**src/rtl/ec_carry_resolver_if.sv**
```systemverilog
// ---------------------------------------------------------------------------
// ec_carry_resolver_if
// Handshake bundle between the carry resolver and its neighbours.
//   in_valid / in_ready / in_data[8:0] : pre-byte stream {carry, byte} from the
//                                        low-renormalisation stage
//   flush / flush_done                 : end-of-frame drain request and its
//                                        completion pulse
//   out_valid / out_ready / out_byte / : final bitstream bytes leaving the
//   out_last                             output FIFO
// Modports:
//   master : the side that produces pre-bytes and consumes output bytes
//   slave  : the resolver itself
// ---------------------------------------------------------------------------
interface ec_carry_resolver_if;
  logic       in_valid;
  logic       in_ready;
  logic [8:0] in_data;
  logic       flush;
  logic       out_valid;
  logic       out_ready;
  logic [7:0] out_byte;
  logic       out_last;
  logic       flush_done;

  modport master (
    output in_valid, in_data, flush, out_ready,
    input  in_ready, out_valid, out_byte, out_last, flush_done
  );

  modport slave (
    input  in_valid, in_data, flush, out_ready,
    output in_ready, out_valid, out_byte, out_last, flush_done
  );
endinterface

```
**src/rtl/ec_carry_resolver.sv**
```systemverilog
// ---------------------------------------------------------------------------
// ec_carry_resolver
// Sits after the range/low encoder core and turns 9-bit pre-bytes
// {carry, byte} into final bitstream bytes. One byte is held back as
// "pending" together with a count of deferred 0xFF bytes, because a later
// carry may still ripple into them. Resolved bytes leave through a small
// FIFO with a valid/ready handshake; a flush drains the tail of the frame.
//
// Ports:
//   general_clk  in   clock, all state on rising edge
//   reset        in   synchronous, active-high
//   bus          slave modport of ec_carry_resolver_if (pre-byte input,
//                flush request, output byte stream, flush_done pulse)
//   ff_overflow  out  sticky flag: deferred 0xFF run counter saturated
//   byte_count   out  [31:0] bytes popped by the consumer; present only when
//                     EC_BYTE_COUNT_EN is defined
//
// Parameters:
//   FF_CNT_WIDTH  width of the deferred-0xFF run counter
//   FIFO_AW       log2 of the output FIFO depth
//
// Optional feature macro: EC_BYTE_COUNT_EN
// ---------------------------------------------------------------------------
module ec_carry_resolver #(
  parameter int FF_CNT_WIDTH = 8,
  parameter int FIFO_AW      = 2
) (
  input  logic               general_clk,
  input  logic               reset,
  ec_carry_resolver_if.slave bus,
  output logic               ff_overflow
`ifdef EC_BYTE_COUNT_EN
  ,
  output logic [31:0]        byte_count
`endif
);

  typedef enum logic [1:0] {
    IDLE,
    EMIT_PEND,
    EMIT_RUN
  } state_t;

  localparam int                       DEPTH   = 1 << FIFO_AW;
  localparam logic [FF_CNT_WIDTH-1:0]  RUN_MAX = '1;
  localparam logic [FF_CNT_WIDTH-1:0]  RUN_ONE = FF_CNT_WIDTH'(1);

  state_t                  state;
  state_t                  state_next;

  logic                    have_pend;
  logic [7:0]              pend;
  logic [FF_CNT_WIDTH-1:0] run_cnt;
  logic [FF_CNT_WIDTH-1:0] run_left;
  logic [7:0]              emit_byte;
  logic [7:0]              run_byte;
  logic                    emit_last;
  logic                    flush_req;
  logic                    flush_done_q;

  logic [8:0]              fifo_mem [DEPTH];
  logic [FIFO_AW:0]        wr_ptr;
  logic [FIFO_AW:0]        rd_ptr;
  logic [8:0]              fifo_head;
  logic                    fifo_empty;
  logic                    fifo_full;

  logic                    in_ready_int;
  logic                    accept;
  logic                    in_c;
  logic [7:0]              in_b;
  logic                    is_ff;
  logic                    pop;
  logic                    push_ok;
  logic                    push;
  logic [8:0]              push_data;
  logic                    load_emit;
  logic                    load_flush;
  logic                    empty_flush;
  logic                    dec_run;

  assign in_c  = bus.in_data[8];
  assign in_b  = bus.in_data[7:0];
  // A carry-free 0xFF may still be turned into 0x00 by a later carry, so it
  // is only counted, never emitted directly.
  assign is_ff = !in_c && (in_b == 8'hFF);

  assign in_ready_int = (state == IDLE) && !flush_req;
  assign accept       = bus.in_valid && in_ready_int;

  // FIFO status: pointers carry one extra wrap bit to tell full from empty.
  assign fifo_empty = (wr_ptr == rd_ptr);
  assign fifo_full  = (wr_ptr[FIFO_AW] != rd_ptr[FIFO_AW]) &&
                      (wr_ptr[FIFO_AW-1:0] == rd_ptr[FIFO_AW-1:0]);
  assign fifo_head  = fifo_mem[rd_ptr[FIFO_AW-1:0]];
  assign pop        = !fifo_empty && bus.out_ready;
  // When full, a same-cycle pop frees the slot being written.
  assign push_ok    = !fifo_full || pop;

  // State register.
  always_ff @(posedge general_clk) begin
    if (reset) begin
      state <= IDLE;
    end else begin
      state <= state_next;
    end
  end

  // Next state plus the strobes that steer the datapath and the FIFO.
  always_comb begin
    state_next  = state;
    push        = 1'b0;
    push_data   = 9'h000;
    load_emit   = 1'b0;
    load_flush  = 1'b0;
    empty_flush = 1'b0;
    dec_run     = 1'b0;
    case (state)
      IDLE: begin
        if (accept) begin
          if (have_pend && !is_ff) begin
            load_emit  = 1'b1;
            state_next = EMIT_PEND;
          end
        end else if (flush_req) begin
          if (have_pend) begin
            load_flush = 1'b1;
            state_next = EMIT_PEND;
          end else begin
            empty_flush = 1'b1;
          end
        end
      end
      EMIT_PEND: begin
        if (push_ok) begin
          push       = 1'b1;
          // On a flush with no deferred run, the pending byte ends the frame.
          push_data  = {emit_last && (run_left == '0), emit_byte};
          state_next = (run_left != '0) ? EMIT_RUN : IDLE;
        end
      end
      EMIT_RUN: begin
        if (push_ok) begin
          push      = 1'b1;
          push_data = {emit_last && (run_left == RUN_ONE), run_byte};
          dec_run   = 1'b1;
          if (run_left == RUN_ONE) begin
            state_next = IDLE;
          end
        end
      end
      default: begin
        state_next = IDLE;
      end
    endcase
  end

  // Pending byte, deferred run and the byte/run staged for emission.
  always_ff @(posedge general_clk) begin
    if (reset) begin
      have_pend   <= 1'b0;
      pend        <= 8'h00;
      run_cnt     <= '0;
      run_left    <= '0;
      emit_byte   <= 8'h00;
      run_byte    <= 8'h00;
      emit_last   <= 1'b0;
      ff_overflow <= 1'b0;
    end else begin
      if (accept) begin
        if (!have_pend) begin
          // The very first byte has no earlier byte to carry into.
          pend      <= in_b;
          have_pend <= 1'b1;
        end else if (is_ff) begin
          if (run_cnt == RUN_MAX) begin
            ff_overflow <= 1'b1;
          end else begin
            run_cnt <= run_cnt + RUN_ONE;
          end
        end else begin
          // The carry resolves the whole deferred run: 0xFF+1 wraps to 0x00.
          emit_byte <= pend + {7'd0, in_c};
          run_byte  <= in_c ? 8'h00 : 8'hFF;
          run_left  <= run_cnt;
          pend      <= in_b;
          run_cnt   <= '0;
          emit_last <= 1'b0;
        end
      end else if (load_flush) begin
        emit_byte <= pend;
        run_byte  <= 8'hFF;
        run_left  <= run_cnt;
        emit_last <= 1'b1;
        have_pend <= 1'b0;
        run_cnt   <= '0;
      end
      if (dec_run) begin
        run_left <= run_left - RUN_ONE;
      end
    end
  end

  // Flush bookkeeping. A new flush pulse wins over the clear of the old one.
  always_ff @(posedge general_clk) begin
    if (reset) begin
      flush_req    <= 1'b0;
      flush_done_q <= 1'b0;
    end else begin
      if (bus.flush) begin
        flush_req <= 1'b1;
      end else if (load_flush || empty_flush) begin
        flush_req <= 1'b0;
      end
      flush_done_q <= empty_flush || (push && push_data[8]);
    end
  end

  // FIFO pointers.
  always_ff @(posedge general_clk) begin
    if (reset) begin
      wr_ptr <= '0;
      rd_ptr <= '0;
    end else begin
      if (push) begin
        wr_ptr <= wr_ptr + 1'b1;
      end
      if (pop) begin
        rd_ptr <= rd_ptr + 1'b1;
      end
    end
  end

  // FIFO storage needs no reset: the pointers define what is valid.
  always_ff @(posedge general_clk) begin
    if (push) begin
      fifo_mem[wr_ptr[FIFO_AW-1:0]] <= push_data;
    end
  end

`ifdef EC_BYTE_COUNT_EN
  // Counts consumed bytes across frames; only reset clears it.
  always_ff @(posedge general_clk) begin
    if (reset) begin
      byte_count <= 32'd0;
    end else if (pop) begin
      byte_count <= byte_count + 32'd1;
    end
  end
`endif

  assign bus.in_ready   = in_ready_int;
  assign bus.out_valid  = !fifo_empty;
  // Empty FIFO shows zeros rather than stale storage.
  assign bus.out_byte   = fifo_empty ? 8'h00 : fifo_head[7:0];
  assign bus.out_last   = fifo_empty ? 1'b0 : fifo_head[8];
  assign bus.flush_done = flush_done_q;

endmodule
```
**src/flat_wrapper.sv**
```systemverilog
// flat-port wrapper written by rule: the top's interface ports become plain ports
module ec_carry_resolver_flat 
#(
  parameter int FF_CNT_WIDTH = 8,
  parameter int FIFO_AW      = 2
)
  (general_clk, reset, ff_overflow, bus_in_valid, bus_in_data, bus_flush, bus_out_ready, bus_in_ready, bus_out_valid, bus_out_byte, bus_out_last, bus_flush_done);
  ec_carry_resolver_if bus_i ();
  input  logic general_clk;
  input  logic reset;
  output logic ff_overflow;
  input wire logic [$bits(bus_i.in_valid)-1:0] bus_in_valid;
  input wire logic [$bits(bus_i.in_data)-1:0] bus_in_data;
  input wire logic [$bits(bus_i.flush)-1:0] bus_flush;
  input wire logic [$bits(bus_i.out_ready)-1:0] bus_out_ready;
  output wire logic [$bits(bus_i.in_ready)-1:0] bus_in_ready;
  output wire logic [$bits(bus_i.out_valid)-1:0] bus_out_valid;
  output wire logic [$bits(bus_i.out_byte)-1:0] bus_out_byte;
  output wire logic [$bits(bus_i.out_last)-1:0] bus_out_last;
  output wire logic [$bits(bus_i.flush_done)-1:0] bus_flush_done;
  assign bus_i.in_valid = bus_in_valid;
  assign bus_i.in_data = bus_in_data;
  assign bus_i.flush = bus_flush;
  assign bus_i.out_ready = bus_out_ready;
  assign bus_in_ready = bus_i.in_ready;
  assign bus_out_valid = bus_i.out_valid;
  assign bus_out_byte = bus_i.out_byte;
  assign bus_out_last = bus_i.out_last;
  assign bus_flush_done = bus_i.flush_done;
  ec_carry_resolver #(.FF_CNT_WIDTH(FF_CNT_WIDTH), .FIFO_AW(FIFO_AW)) u_core (.general_clk(general_clk), .reset(reset), .bus(bus_i), .ff_overflow(ff_overflow));
endmodule
```
**config.mk**
```make
export PLATFORM = sky130hd
export DESIGN_NAME = ec_carry_resolver_flat
export DESIGN_NICKNAME = d
export VERILOG_FILES = /design/src/rtl/ec_carry_resolver_if.sv /design/src/rtl/ec_carry_resolver.sv /design/src/flat_wrapper.sv
export SDC_FILE = /design/constraint.sdc
export NUM_CORES = 1
export LEC_CHECK = 0
export ABC_AREA = 1
export CAP_MARGIN = 20
export CORE_AREA = 10 10 108 110
export CTS_BUF_LIST = sky130_fd_sc_hd__clkbuf_8
export CTS_CLUSTER_SIZE = 8
export DETAILED_ROUTE_END_ITERATION = 16
export DIE_AREA = 0 0 118 120
export PLACE_DENSITY = 0.71
export SLEW_MARGIN = 20
export SYNTH_ARGS = -nofsm -noshare
export SYNTH_HDL_FRONTEND = slang
export SYNTH_SLANG_ARGS = --single-unit
```
**constraint.sdc**
```tcl
create_clock -name general_clk -period 1.6 [get_ports general_clk]
set_input_delay 0.32 -clock general_clk [delete_from_list [all_inputs] [get_ports general_clk]]
set_output_delay 0.32 -clock general_clk [all_outputs]
set_load 0.02 [all_outputs]
```
==> impl_summary.md, run 1 <==
Clock tree
Clock tree synthesis inserted a total of 9 buffers. The TritonCTS clock tree is done. The longest clock path from root to sink contains 2 buffers.

The root buffer cell chosen for the clock tree is sky130_fd_sc_hd__clkbuf_8. The clock insertion delay at the later pin of the skew report is about 0.37 ns. The number of buffers inserted for hold repair after clock tree synthesis is 0. The clock transition at the register clock pins on the worst setup and hold paths after CTS is about 0.1 ns.

The H-tree was split into 3 levels. CTS saw between 80 and 90 sinks.

Global routing
Global routing consumed, over all layers together, 14.6% of the routing resources. The number of global-route vias before repair is roughly 3.7k. The global routing stage identified its most utilized layer as met2. The first global-routing pass estimated 17.3 mm of wire. Entering global routing, the biggest net connects 28 pins. Global routing used roughly 2.3% of the available met3 tracks. The total congestion overflow after global routing is 0.

The global routing met1 resource utilization is approximately 16%. The number of antenna violations at the first check in global routing is 0. For this run, global-route usage on met2 was measured as around a quarter.

Power and ir drop
The switching power share of the total is between 40 and 50%. Summed over all cells, the static leakage comes to roughly 0.0025 µW. The clock share of power is between 10% and 20%. The cell-internal power is about 6000 µW. The power share of the sequential group is ~30%. In this run, the combinational gates consume between 50% and 60% of the power. The switching power total is ~4200 µW. The power density of the placed cells is 1680 mW/mm². Across the VDD grid, the largest voltage drop is 0.820 mV.

Critical path
Data arrives at the worst endpoint at 1.54 ns. The number of cells on the worst reg-to-reg path is 9. The setup slack of the most critical reg-to-reg path is -0.11 ns. The critical register-to-register path startpoint is u_core.state[0]. Along the worst path, the maximum fanout reaches 6. Following the worst setup path forward leads to its endpoint at bus_out_byte[0]. The nature of the critical path endpoint is a primary output. The startpoint kind of the worst setup timing path is a flip-flop.

The critical path starts at u_core.wr_ptr[1]. The endpoint of the worst-slack reg-to-reg timing path is u_core.run_left[1]. The worst setup path is of the reg -> out kind. The required time at the endpoint of the critical path is between 1 and 1.5 ns.

STA
Based on the critical path, the design can be clocked at up to approximately 540 MHz. The actual transition at the worst max-transition pin is roughly 0.52 ns. The total count of max-transition violations in the final report is 0. Headroom to the max-slew limit came out at 64.9%.

The final-report hold violation count is 0. The smallest setup slack after layout is -0.260 ns. Setup violations remaining at the end of the flow were counted as 70.

The clock period minus final worst setup slack is ~1.9 ns. The worst clock skew is around 0.011 ns. Setup repair after global routing could not meet its margin everywhere. The worst path uses 116% of the clock period.

The post-route setup TNS is -5.11 ns. On the final layout, the worst hold slack is around 0.32 ns.

Yosys
Yosys printed 0 warnings. In this run, distinct cell masters in the synthesized netlist total 38. The most used flip-flop cell after synthesis is sky130_fd_sc_hd__dfxtp_1.

The number of flops mapped to enable cells by yosys is 36. Counting every instance in the synthesized netlist gives between 500 and 600. The most numerous cell in the Yosys netlist is sky130_fd_sc_hd__nand2_1.

sky130_fd_sc_hd__edfxtp_1 takes more of the synthesized area than any other cell. After synthesis, the mean cell area works out to 8.19 µm². The commonest cells after synthesis are sky130_fd_sc_hd__nand2_1 (110), sky130_fd_sc_hd__nor2_1 (66), sky130_fd_sc_hd__inv_1 (57). The number of nets handed over by synthesis was between 500 and 600.

Summing the sequential cell areas from Yosys gives 48.5% of the chip area. Counting flops and latches in the post-synthesis netlist gives between 80 and 90. The fraction of registers with async set or reset after synthesis is 0%. The cell area after synthesis is between 0.004 and 0.005 mm². In the post-synthesis netlist, the biggest area contributors are sky130_fd_sc_hd__edfxtp_1 (26%), sky130_fd_sc_hd__dfxtp_1 (23%), sky130_fd_sc_hd__nand2_1 (9.8%), sky130_fd_sc_hd__nor2_1 (5.9%), sky130_fd_sc_hd__inv_1 (5.1%). The top-area cell type share of the netlist area is between 20% and 30%.

Die
The die covers around 0.014 mm². The floorplan step defined a core boundary enclosing about 0.0095 mm². Row generation in the floorplan step produced 36 rows. In this run the vertical extent of the chip is 120 µm. Measured along the x axis, the die boundary spans around 120 µm.

27 I/O pins were placed. The effective utilization at floorplan is approximately 44%.

Detailed routing
After the first detailed-routing iteration, the DRC count stood at 164. After detailed routing, the number of remaining DRC violations is 0. After detailed routing, the total wire length is 11.3 mm. The detail route stage leaves a number of antenna-violating nets equal to 0. The average wire length per cell after detail routing is around 15 µm. The overall via count from detail_route is between 3k and 4k. The mean number of vias per cell is ~5.2. The total iterations of the first detailed-routing run is 4.

Final layout
At the end of the flow, the number of nets in the layout was between 600 and 700. The final non-filler cell area is slightly above 0.006 mm². For this run, the share of the core covered by cells in the final layout is between 60 and 70%.

The post-route netlist has a little over two fifths of its cells at a drive strength greater than 1. The number of inserted diodes is 0. Compared with the post-synthesis result, the final layout area differs by 46.2%.

Min path
The worst hold path startpoint is bus_in_data[8]. The type of the most critical hold path is in -> reg.

Place
The wire-length estimate of the detail-placed layout is 7.02 mm. The post-placement cell area is a little over 0.005 mm². The post-placement setup slack is -0.469 ns. The count of buffers added on input and output ports is 26. At the end of routability-driven placement, the weighted congestion stood at around 0.93.

Job
The max-capacitance violation count is 0.

Run status
The flow ran to the end, but the final reports show violations. The checks that failed: setup timing.
## how the worst min path moves through the flow
stage / endpoint / slack [ns] / cells after the start
2_1_floorplan: u_core.run_byte[6] / 0.42 / 1
3_3_place_gp: u_core.ff_overflow / 0.44 / 2
3_5_place_dp: u_core.ff_overflow / 0.45 / 2
4_1_cts: u_core.ff_overflow / 0.46 / 2
5_1_grt: u_core.run_byte[6] / 0.36 / 3
6_report: u_core.run_byte[6] / 0.32 / 3
## power by group through the flow
stage | logic, µW | clock network, µW | registers [µW]
4_1_cts | 4720 | 1780 | 3040
6_report | 5470 | 1760 | 3090
5_1_grt | 5940 | 1870 | 3140
3_3_place_gp | 3820 | 0 | 3000
2_1_floorplan | 2390 | 0 | 2920
3_5_place_dp | 3930 | 0 | 3020
## timing repair
| item | 4_1_cts | 5_1_grt |
|---|---|---|
| setup buffers | 7 | 6 |
| gates cloned | 1 | 3 |
| endpoints found under the setup margin | 83 | 125 |
| gates resized for setup | 150 | 140 |
| pin swaps | 23 | 51 |
## sequential cells by signal, indices dropped and copies added (netlist names), named ones only
register and cells:
u_core.pend 8, u_core.wr_ptr 3, u_core.run_byte 1, u_core.flush_req 1
u_core.have_pend 1, u_core.ff_overflow 1, u_core.run_cnt 8, u_core.rd_ptr 3
u_core.bus.flush_done 1, u_core.fifo_mem 36, u_core.emit_byte 8, u_core.emit_last 1
u_core.state 2, u_core.run_left 8
## cell usage in the layout, fill, tap and decap left out, drive strengths merged, types with 2 or more instances in the layout
| master | instances |
|---|---|
| bufinv | 2 |
| dlygate4sd2 | 2 |
| xor2 | 9 |
| clkbuf | 10 |
| a21oi | 35 |
| buf | 87 |
| clkinv | 4 |
| inv | 62 |
| edfxtp | 36 |
| nand4 | 3 |
| nor3 | 10 |
| clkdlybuf4s50 | 12 |
| o211ai | 3 |
| nor2 | 70 |
| a211oi | 8 |
| nand2 | 112 |
| dfxtp | 48 |
| ha | 15 |
| nand3 | 37 |
| o21ai | 30 |
| a31oi | 4 |
| o32ai | 9 |
## kinds of logic (layout without fill, tap and decap cells)
kind of cell | count (synthesis) | in the layout | share of synthesized area, %
flip-flops | 84 | 84 | 48.5
buffers and inverters | 79 | 180 | 7.82
adder cells (fa/ha/maj) | 15 | 15 | 4.46
XOR/XNOR | 10 | 10 | 2.08
AND/OR/NAND/NOR | 236 | 236 | 24.3
AO/OA/AOI/OAI | 90 | 90 | 12.9
## per-stage QoR
step                std cells  total power, µW
floorplan                 514             5310
global placement          718             6820
detailed placement        718             6940
CTS                       741             9540
global route              748            10900
finish                    748            10300
## layout make-up
type,instances,area [µm²]
fillers,765,3390
well taps,133,166
clock buffers,9,124
flip-flops and latches,84,2060
repair buffers,103,992
inverters,61,254
clock inverters,7,106
multi-input cells,351,2450
## critical path: stages (launching register included)
cell	delay (ns)
sky130_fd_sc_hd__dfxtp_2	0.36
sky130_fd_sc_hd__inv_2	0.05
sky130_fd_sc_hd__nand2_1	0.06
sky130_fd_sc_hd__nand2_1	0.06
sky130_fd_sc_hd__nor2_2	0.14
sky130_fd_sc_hd__nand2_2	0.11
sky130_fd_sc_hd__buf_8	0.17
sky130_fd_sc_hd__nand2_4	0.07
sky130_fd_sc_hd__inv_2	0.04
sky130_fd_sc_hd__buf_6	0.12
## layer usage
metal | share of wire (%) | vias up | routed length (µm)
met2 | 53 | 67 | 5940
met3 | 3.0 | 17 | 338
met1 | 42 | 1871 | 4800
met5 | 0 | - | 0
met4 | 1.9 | 0 | 216
li1 | - | 1906 | -
No activity file was read; power rests on OpenSTA's default activity.
==> run 2, diff against run 1 <==
==> constraint.sdc (replaced) <==
create_clock -name general_clk -period 1.7 [get_ports general_clk]
set_input_delay 0.34 -clock general_clk [delete_from_list [all_inputs] [get_ports general_clk]]
set_output_delay 0.34 -clock general_clk [all_outputs]
set_load 0.02 [all_outputs]
==> impl_summary.md, run 2 (synthesis results as in run 1) <==
STA
The final-report hold violation count was 0 (unchanged). The share of the clock period used by the worst path is 111%. Derived from the worst setup path, the maximum achievable clock frequency is 531 MHz. Setup repair after global routing could not meet its margin everywhere. The smallest setup slack after layout is -0.184 ns (+0.0757 ns). The worst clock skew is 0.00714 ns (-0.00421 ns). The total count of max-transition violations in the final report is 0 (unchanged).

The routed design could run at a clock period as short as roughly 1.9 ns. The final number of setup-violating endpoints is 10 (-86%). The post-route setup TNS is -1.58 ns (+3.52 ns).

The actual transition at the worst max-transition pin is 0.366 ns (-0.158 ns). The relative slew slack is 75.5% (+11 points).

Min path
In this run the worst hold path is classified as in -> reg. The worst hold path begins at bus_in_data[6]. The depth of the worst hold-timing path is 3 (unchanged).

Clock tree
The H-tree level count is 3 (unchanged). The clock insertion delay at the later pin of the skew report was 0.37 ns (about the same). The CTS buffer count is 9 (unchanged).

The clock sink count is 84 (unchanged). The largest buffer count on any clock path is 2 (unchanged). The root buffer selected by CTS is sky130_fd_sc_hd__clkbuf_8.

The TritonCTS clock tree is done. The clock transition at the register clock pins on the worst setup and hold paths after CTS is 0.09 ns (about the same).

Critical path
In this run the critical register-to-register path is launched from u_core.rd_ptr[2]. The number of cells traversed by the worst register-to-register path is 10 (+1). The required time at the endpoint of the critical path is 1.36 ns (+0.08 ns). The worst-path maximum fanout is 6 (unchanged).

The signal arrival time at the worst endpoint was 1.54 ns (about the same). Tracing the worst setup path back leads to its startpoint at u_core.rd_ptr[1]. The nature of the critical path endpoint is a primary output. STA classifies the critical path startpoint as a flip-flop. The type of the worst setup path is reg -> out.

Final layout
The flip-flop count of the largest register, all copies and words added is 36 (unchanged). The fraction of layout cells with a size suffix above 1 is 30.6% (-11 points). The number of nets at the end of the flow is 625 (-2.2%). The number of inserted diodes came to 0 (unchanged). Leaving out fill and tap cells, the most frequent cells in the layout are sky130_fd_sc_hd__nand2_1 (85), sky130_fd_sc_hd__nor2_1 (52), sky130_fd_sc_hd__inv_1 (47). The most common cell after layout, fill and taps aside is sky130_fd_sc_hd__nand2_1.

The total of fill cells in the finished design is 798 (+4.3%). The area added between synthesis and finish is 35.8%.

Run status
The checks that failed: setup timing. The flow ran to the end, but the final reports show violations.

Power and ir drop
The worst IR drop on VDD is 0.862 mV (+5.2%). The power consumption is 9170 µW (-11%). The power density of the placed cells was 1600 mW/mm² (-4.5%). The static leakage power is 0.00235 µW (-4.4%).

Global routing
The total congestion overflow after global routing is 0 (unchanged). The maximum number of pins on one net before global-route repair is 28 (unchanged). The wire length of the first global-routing pass is 16.4 mm (-5.5%). The number of antenna violations at the first check in global routing is 0 (unchanged). The number of global-route vias before repair is 3535 (-5.5%). The global routing usage summed across all routing layers is 13.8% (-0.83 points).

Detailed routing
The total routed wirelength is 10.2 mm (-9.5%). The count of antenna-violating nets left after detailed routing is 0 (unchanged). The mean number of vias per cell is 5.00 (-3.1%). The average wire length per cell after detail routing is 13.9 µm (-7.8%). The overall via count from detail_route is 3673 (-4.9%). The DRC violation count after routing is 0 (unchanged). The total iterations of the first detailed-routing run is 4 (unchanged). The number of violations reported at the end of detailed-routing iteration 0 is 241 (+47%).

Die
The number of rows created at floorplan was 36 (unchanged). The area of the core is 0.00955 mm² (unchanged). The die span in x came to 118 µm (unchanged). The number of top-level pins was 27 (unchanged). The vertical die dimension is 120 µm (unchanged).

The effective utilization at floorplan is 44.1% (unchanged). The overall die area is 0.0142 mm² (unchanged).

Place
The post-DP HPWL was 6.71 mm (-4.5%). The quantity of I/O buffers inserted on ports is 26 (unchanged). The weighted congestion at the end of routability-driven global placement is 0.918 (-1.0%).

Job
The max-capacitance violation count is 0 (unchanged).
## run 2: routing by layer
metal  routed length [µm]  GRT usage, %  up-vias
li1                     -             -     1868
met3                  419          3.00       17
met2                 5120          23.3       75
met1                 4490          16.5     1713
met4                  191          6.49        0
met5                    0             0        -
## run 2: final cells by class
class,count,area [µm²],area share [%]
repair inverters,1,8.76,0.153
inverters,61,249,4.35
flip-flops and latches,84,2060,36.0
clock buffers,9,124,2.17
multi-input cells,351,2160,37.7
well taps,133,166,2.91
repair buffers,88,863,15.1
clock inverters,7,88.8,1.55
## run 2: worst max-delay path, stage by stage (launching register included)
cell and delay (ns):
sky130_fd_sc_hd__dfxtp_2 0.38, sky130_fd_sc_hd__inv_2 0.05, sky130_fd_sc_hd__nand2_2 0.06, sky130_fd_sc_hd__nand2_2 0.07, sky130_fd_sc_hd__nor2_4 0.13, sky130_fd_sc_hd__nand2_2 0.10
sky130_fd_sc_hd__buf_6 0.15, sky130_fd_sc_hd__nand2_1 0.08, sky130_fd_sc_hd__inv_2 0.04, sky130_fd_sc_hd__buf_6 0.12
## run 2: metrics by stage
step           instance area [µm²]  hold WS (ns)  worst slack [ns]  instances  util [%]
6_report                      5720         0.340            -0.184        734      59.9
4_1_cts                       5270         0.462            -0.151        725      55.1
3_3_place_gp                  4990         0.440            -0.385        708      52.2
2_1_floorplan                 4210         0.441            0.0213        514         -
3_5_place_dp                  4990         0.446            -0.392        708      52.2
5_1_grt                       5720         0.337            -0.268        734      59.9
## run 2: worst paths after layout
path | end | slack [ns]
hold reg to reg | u_core.ff_overflow | 0.46
hold / removal | u_core.pend[6] | 0.34
setup reg to reg | u_core.fifo_mem[0][1] | 0.06
setup / recovery | bus_out_byte[3] | -0.18
## run 2: repair_timing
action,in CTS,in global routing
resized for setup,80,106
hold buffers,0,0
gates cloned,0,5
pin swaps,1,25
buffers inserted,1,6
setup endpoints to repair,77,100
## run 2: power breakdown
part	switching, µW	leakage [µW]	internal (µW)
clock network	824	0.000106	720
registers	317	0.000724	2580
logic	2550	0.00151	2180
==> run 3, diff against run 2 <==
==> constraint.sdc (replaced) <==
create_clock -name general_clk -period 1.7 [get_ports general_clk]
set_input_delay 0.34 -clock general_clk [delete_from_list [all_inputs] [get_ports general_clk]]
set_output_delay 0.34 -clock general_clk [all_outputs]
set_load 0.01 [all_outputs]
==> impl_summary.md, run 3 (synthesis results as in run 1) <==
Power and ir drop
The power consumption came to 9060 µW (-1.1%). The static leakage power is 0.00238 µW (+1.6%). The power density of the placed cells came to 1570 mW/mm² (-2.2%). The worst IR drop on VDD is 0.638 mV (-26%).

Detailed routing
The overall via count from detail_route is 3770 (+2.6%). The number of violations reported at the end of detailed-routing iteration 0 is 228 (-5.4%). The average wire length per cell after detail routing came to 14.6 µm (+5.1%). The DRC violation count after routing is 0 (unchanged).

The total routed wirelength came to 10.9 mm (+6.7%). The mean number of vias per cell came to 5.06 (+1.1%). The count of antenna-violating nets left after detailed routing is 0 (unchanged).

The total iterations of the first detailed-routing run is 6 (+2).

Global routing
The number of global-route vias before repair is 3535 (unchanged). The global routing usage summed across all routing layers came to 14.2% (+0.42 points). The maximum number of pins on one net before global-route repair is 20 (-29%). The number of antenna violations at the first check in global routing came to 0 (unchanged). The total congestion overflow after global routing is 0 (unchanged). The wire length of the first global-routing pass is 16.8 mm (+2.8%).

Die
The overall die area is 0.0142 mm² (unchanged). The number of rows created at floorplan is 36 (unchanged). The vertical die dimension is 120 µm (unchanged).

The number of top-level pins is 27 (unchanged). The area of the core is 0.00955 mm² (unchanged). The die span in x is 118 µm (unchanged). The effective utilization at floorplan came to 44.1% (unchanged).

Critical path
The number of cells traversed by the worst register-to-register path is 10 (unchanged). The critical register-to-register path startpoint is u_core.state[0]. The worst-path maximum fanout is 6 (unchanged).

The signal arrival time at the worst endpoint was 1.59 ns (+0.05 ns). The worst setup path is captured at a primary output. The startpoint kind of the worst setup timing path is a flip-flop. The worst register-to-register path ends at u_core.run_left[2]. The setup slack of the most critical reg-to-reg path is 0.06 ns (about the same). The critical path is of the reg -> out type. The required time at the endpoint of the critical path is 1.36 ns (about the same).

STA
The smallest setup slack after layout was -0.231 ns (-0.0464 ns). The clock period minus final worst setup slack is 1.93 ns (+0.0464 ns). The final number of setup-violating endpoints is 10 (unchanged). Setup repair after global routing could not meet its margin everywhere.

The maximum operating frequency is 518 MHz (-2.4%). The post-route setup TNS is -1.78 ns (-0.194 ns). The worst clock skew came to 0.00654 ns (-0.000604 ns). The total count of max-transition violations in the final report is 0 (unchanged). The final-report hold violation count is 0 (unchanged).

The share of the clock period used by the worst path is 114% (+2.7 points). The relative slew slack was 73.7% (-1.8 points). The actual transition at the worst max-transition pin came to 0.393 ns (+0.0272 ns).

Final layout
In the layout the commonest cells are sky130_fd_sc_hd__nand2_1 (87), sky130_fd_sc_hd__buf_4 (54), sky130_fd_sc_hd__nor2_1 (53). The number of inserted diodes is 0 (unchanged). The fraction of layout cells with a size suffix above 1 is 30.7% (+0.10 points).

The number of nets at the end of the flow is 636 (+1.8%). The core utilization of the finished layout is 60.5% (+0.64 points). The flip-flop count of the largest register, all copies and words added came to 36 (unchanged). The area added between synthesis and finish is 37.3%.

The total of fill cells in the finished design is 811 (+1.6%). The most common cell after layout, fill and taps aside is sky130_fd_sc_hd__nand2_1.

Place
The quantity of I/O buffers inserted on ports is 26 (unchanged). The post-placement setup slack is -0.372 ns (+0.0195 ns). The weighted congestion at the end of routability-driven global placement was 0.822 (-11%). The post-DP HPWL was 7.13 mm (+6.3%).

Job
The max-capacitance violation count is 0 (unchanged).

Clock tree
The CTS buffer count is 9 (unchanged). The clock insertion delay at the later pin of the skew report came to 0.37 ns (about the same). The clock sink count is 84 (unchanged). The largest buffer count on any clock path is 2 (unchanged). TritonCTS built the clock tree. In this run the clock root is driven by a sky130_fd_sc_hd__clkbuf_8. The clock transition at the register clock pins on the worst setup and hold paths after CTS is 0.08 ns (about the same). The number of buffers inserted for hold repair after clock tree synthesis is 0 (unchanged).

The H-tree level count is 3 (unchanged).

Min path
The min-delay analysis places its worst path in the category in -> reg. The worst hold path startpoint is bus_in_data[6]. For hold timing, the worst endpoint is u_core.pend[6]. The depth of the worst hold-timing path is 3 (unchanged).

Run status
The flow ran to the end, but the final reports show violations. The checks that failed: setup timing.
[run 3: cell types whose count changed in the layout (fill, tap and decap cells not counted), sizes merged]
cell           change
dlymetal6s2s       -2
buf               +11
clkinvlp           +3
clkdlybuf4s50      +2
dlygate4sd2        +1
inv                -4
[run 3: how the worst max path moves through the flow]
stage | from | to | slack (ns) | cells past startpoint
2_1_floorplan | u_core.wr_ptr[0] | u_core.fifo_mem[0][0] | 0.02 | 8
3_3_place_gp | bus_in_valid | u_core.emit_byte[2] | -0.32 | 6
3_5_place_dp | bus_in_valid | u_core.emit_byte[2] | -0.37 | 6
4_1_cts | u_core.wr_ptr[0] | bus_out_byte[6] | -0.28 | 10
5_1_grt | u_core.rd_ptr[0] | bus_out_byte[1] | -0.29 | 10
6_report | u_core.rd_ptr[0] | bus_out_byte[0] | -0.23 | 10
[run 3: layout make-up]
| type | instances | area, µm² | share of cell area (%) |
|---|---|---|---|
| Tap cell | 133 | 166 | 2.88 |
| Inverter | 61 | 245 | 4.24 |
| Clock buffer | 9 | 124 | 2.14 |
| Clock inverter | 7 | 73.8 | 1.28 |
| Multi-Input combinational cell | 351 | 2110 | 36.5 |
| Timing Repair Buffer | 100 | 996 | 17.2 |
| Sequential cell | 84 | 2070 | 35.7 |
[run 3: through the flow]
stage,hold WS (ns),cells,area [µm²]
after floorplan,0.441,514,4210
after global placement,0.440,710,4990
after detailed placement,0.459,710,4990
after CTS,0.473,733,5330
after global routing,0.389,745,5780
final,0.336,745,5780
[run 3: metal layers]
| metal | global-route usage (%) | vias to the layer above | part of all wire, % |
|---|---|---|---|
| li1 | - | 1896 | - |
| met1 | 16.5 | 1769 | 42 |
| met3 | 2.30 | 21 | 4.0 |
| met5 | 0 | - | 0 |
| met2 | 25.1 | 84 | 51 |
| met4 | 6.96 | 0 | 2.7 |
[run 3: worst max-delay path, cell delays in order, from the launching register on]
cell	delay, ns
sky130_fd_sc_hd__dfxtp_4	0.38
sky130_fd_sc_hd__inv_2	0.05
sky130_fd_sc_hd__nand2_2	0.06
sky130_fd_sc_hd__nand2_2	0.07
sky130_fd_sc_hd__nor2_4	0.10
sky130_fd_sc_hd__nand2_2	0.07
sky130_fd_sc_hd__buf_6	0.14
sky130_fd_sc_hd__buf_12	0.14
sky130_fd_sc_hd__nand2_4	0.07
sky130_fd_sc_hd__inv_2	0.03
sky130_fd_sc_hd__buf_6	0.11
[run 3: power by group]
part / internal (µW) / switching, µW / leakage (µW)
clock network: 685 / 762 / 0.0000914
registers: 2590 / 338 / 0.000725
logic: 2260 / 2430 / 0.00157
total: 5530 / 3530 / 0.00238
[run 3: repair_timing]
item	4_1_cts	5_1_grt
endpoints found under the setup margin	76	107
buffers inserted	7	10
cloned	0	4
resized for setup	87	82
pin swaps	4	20
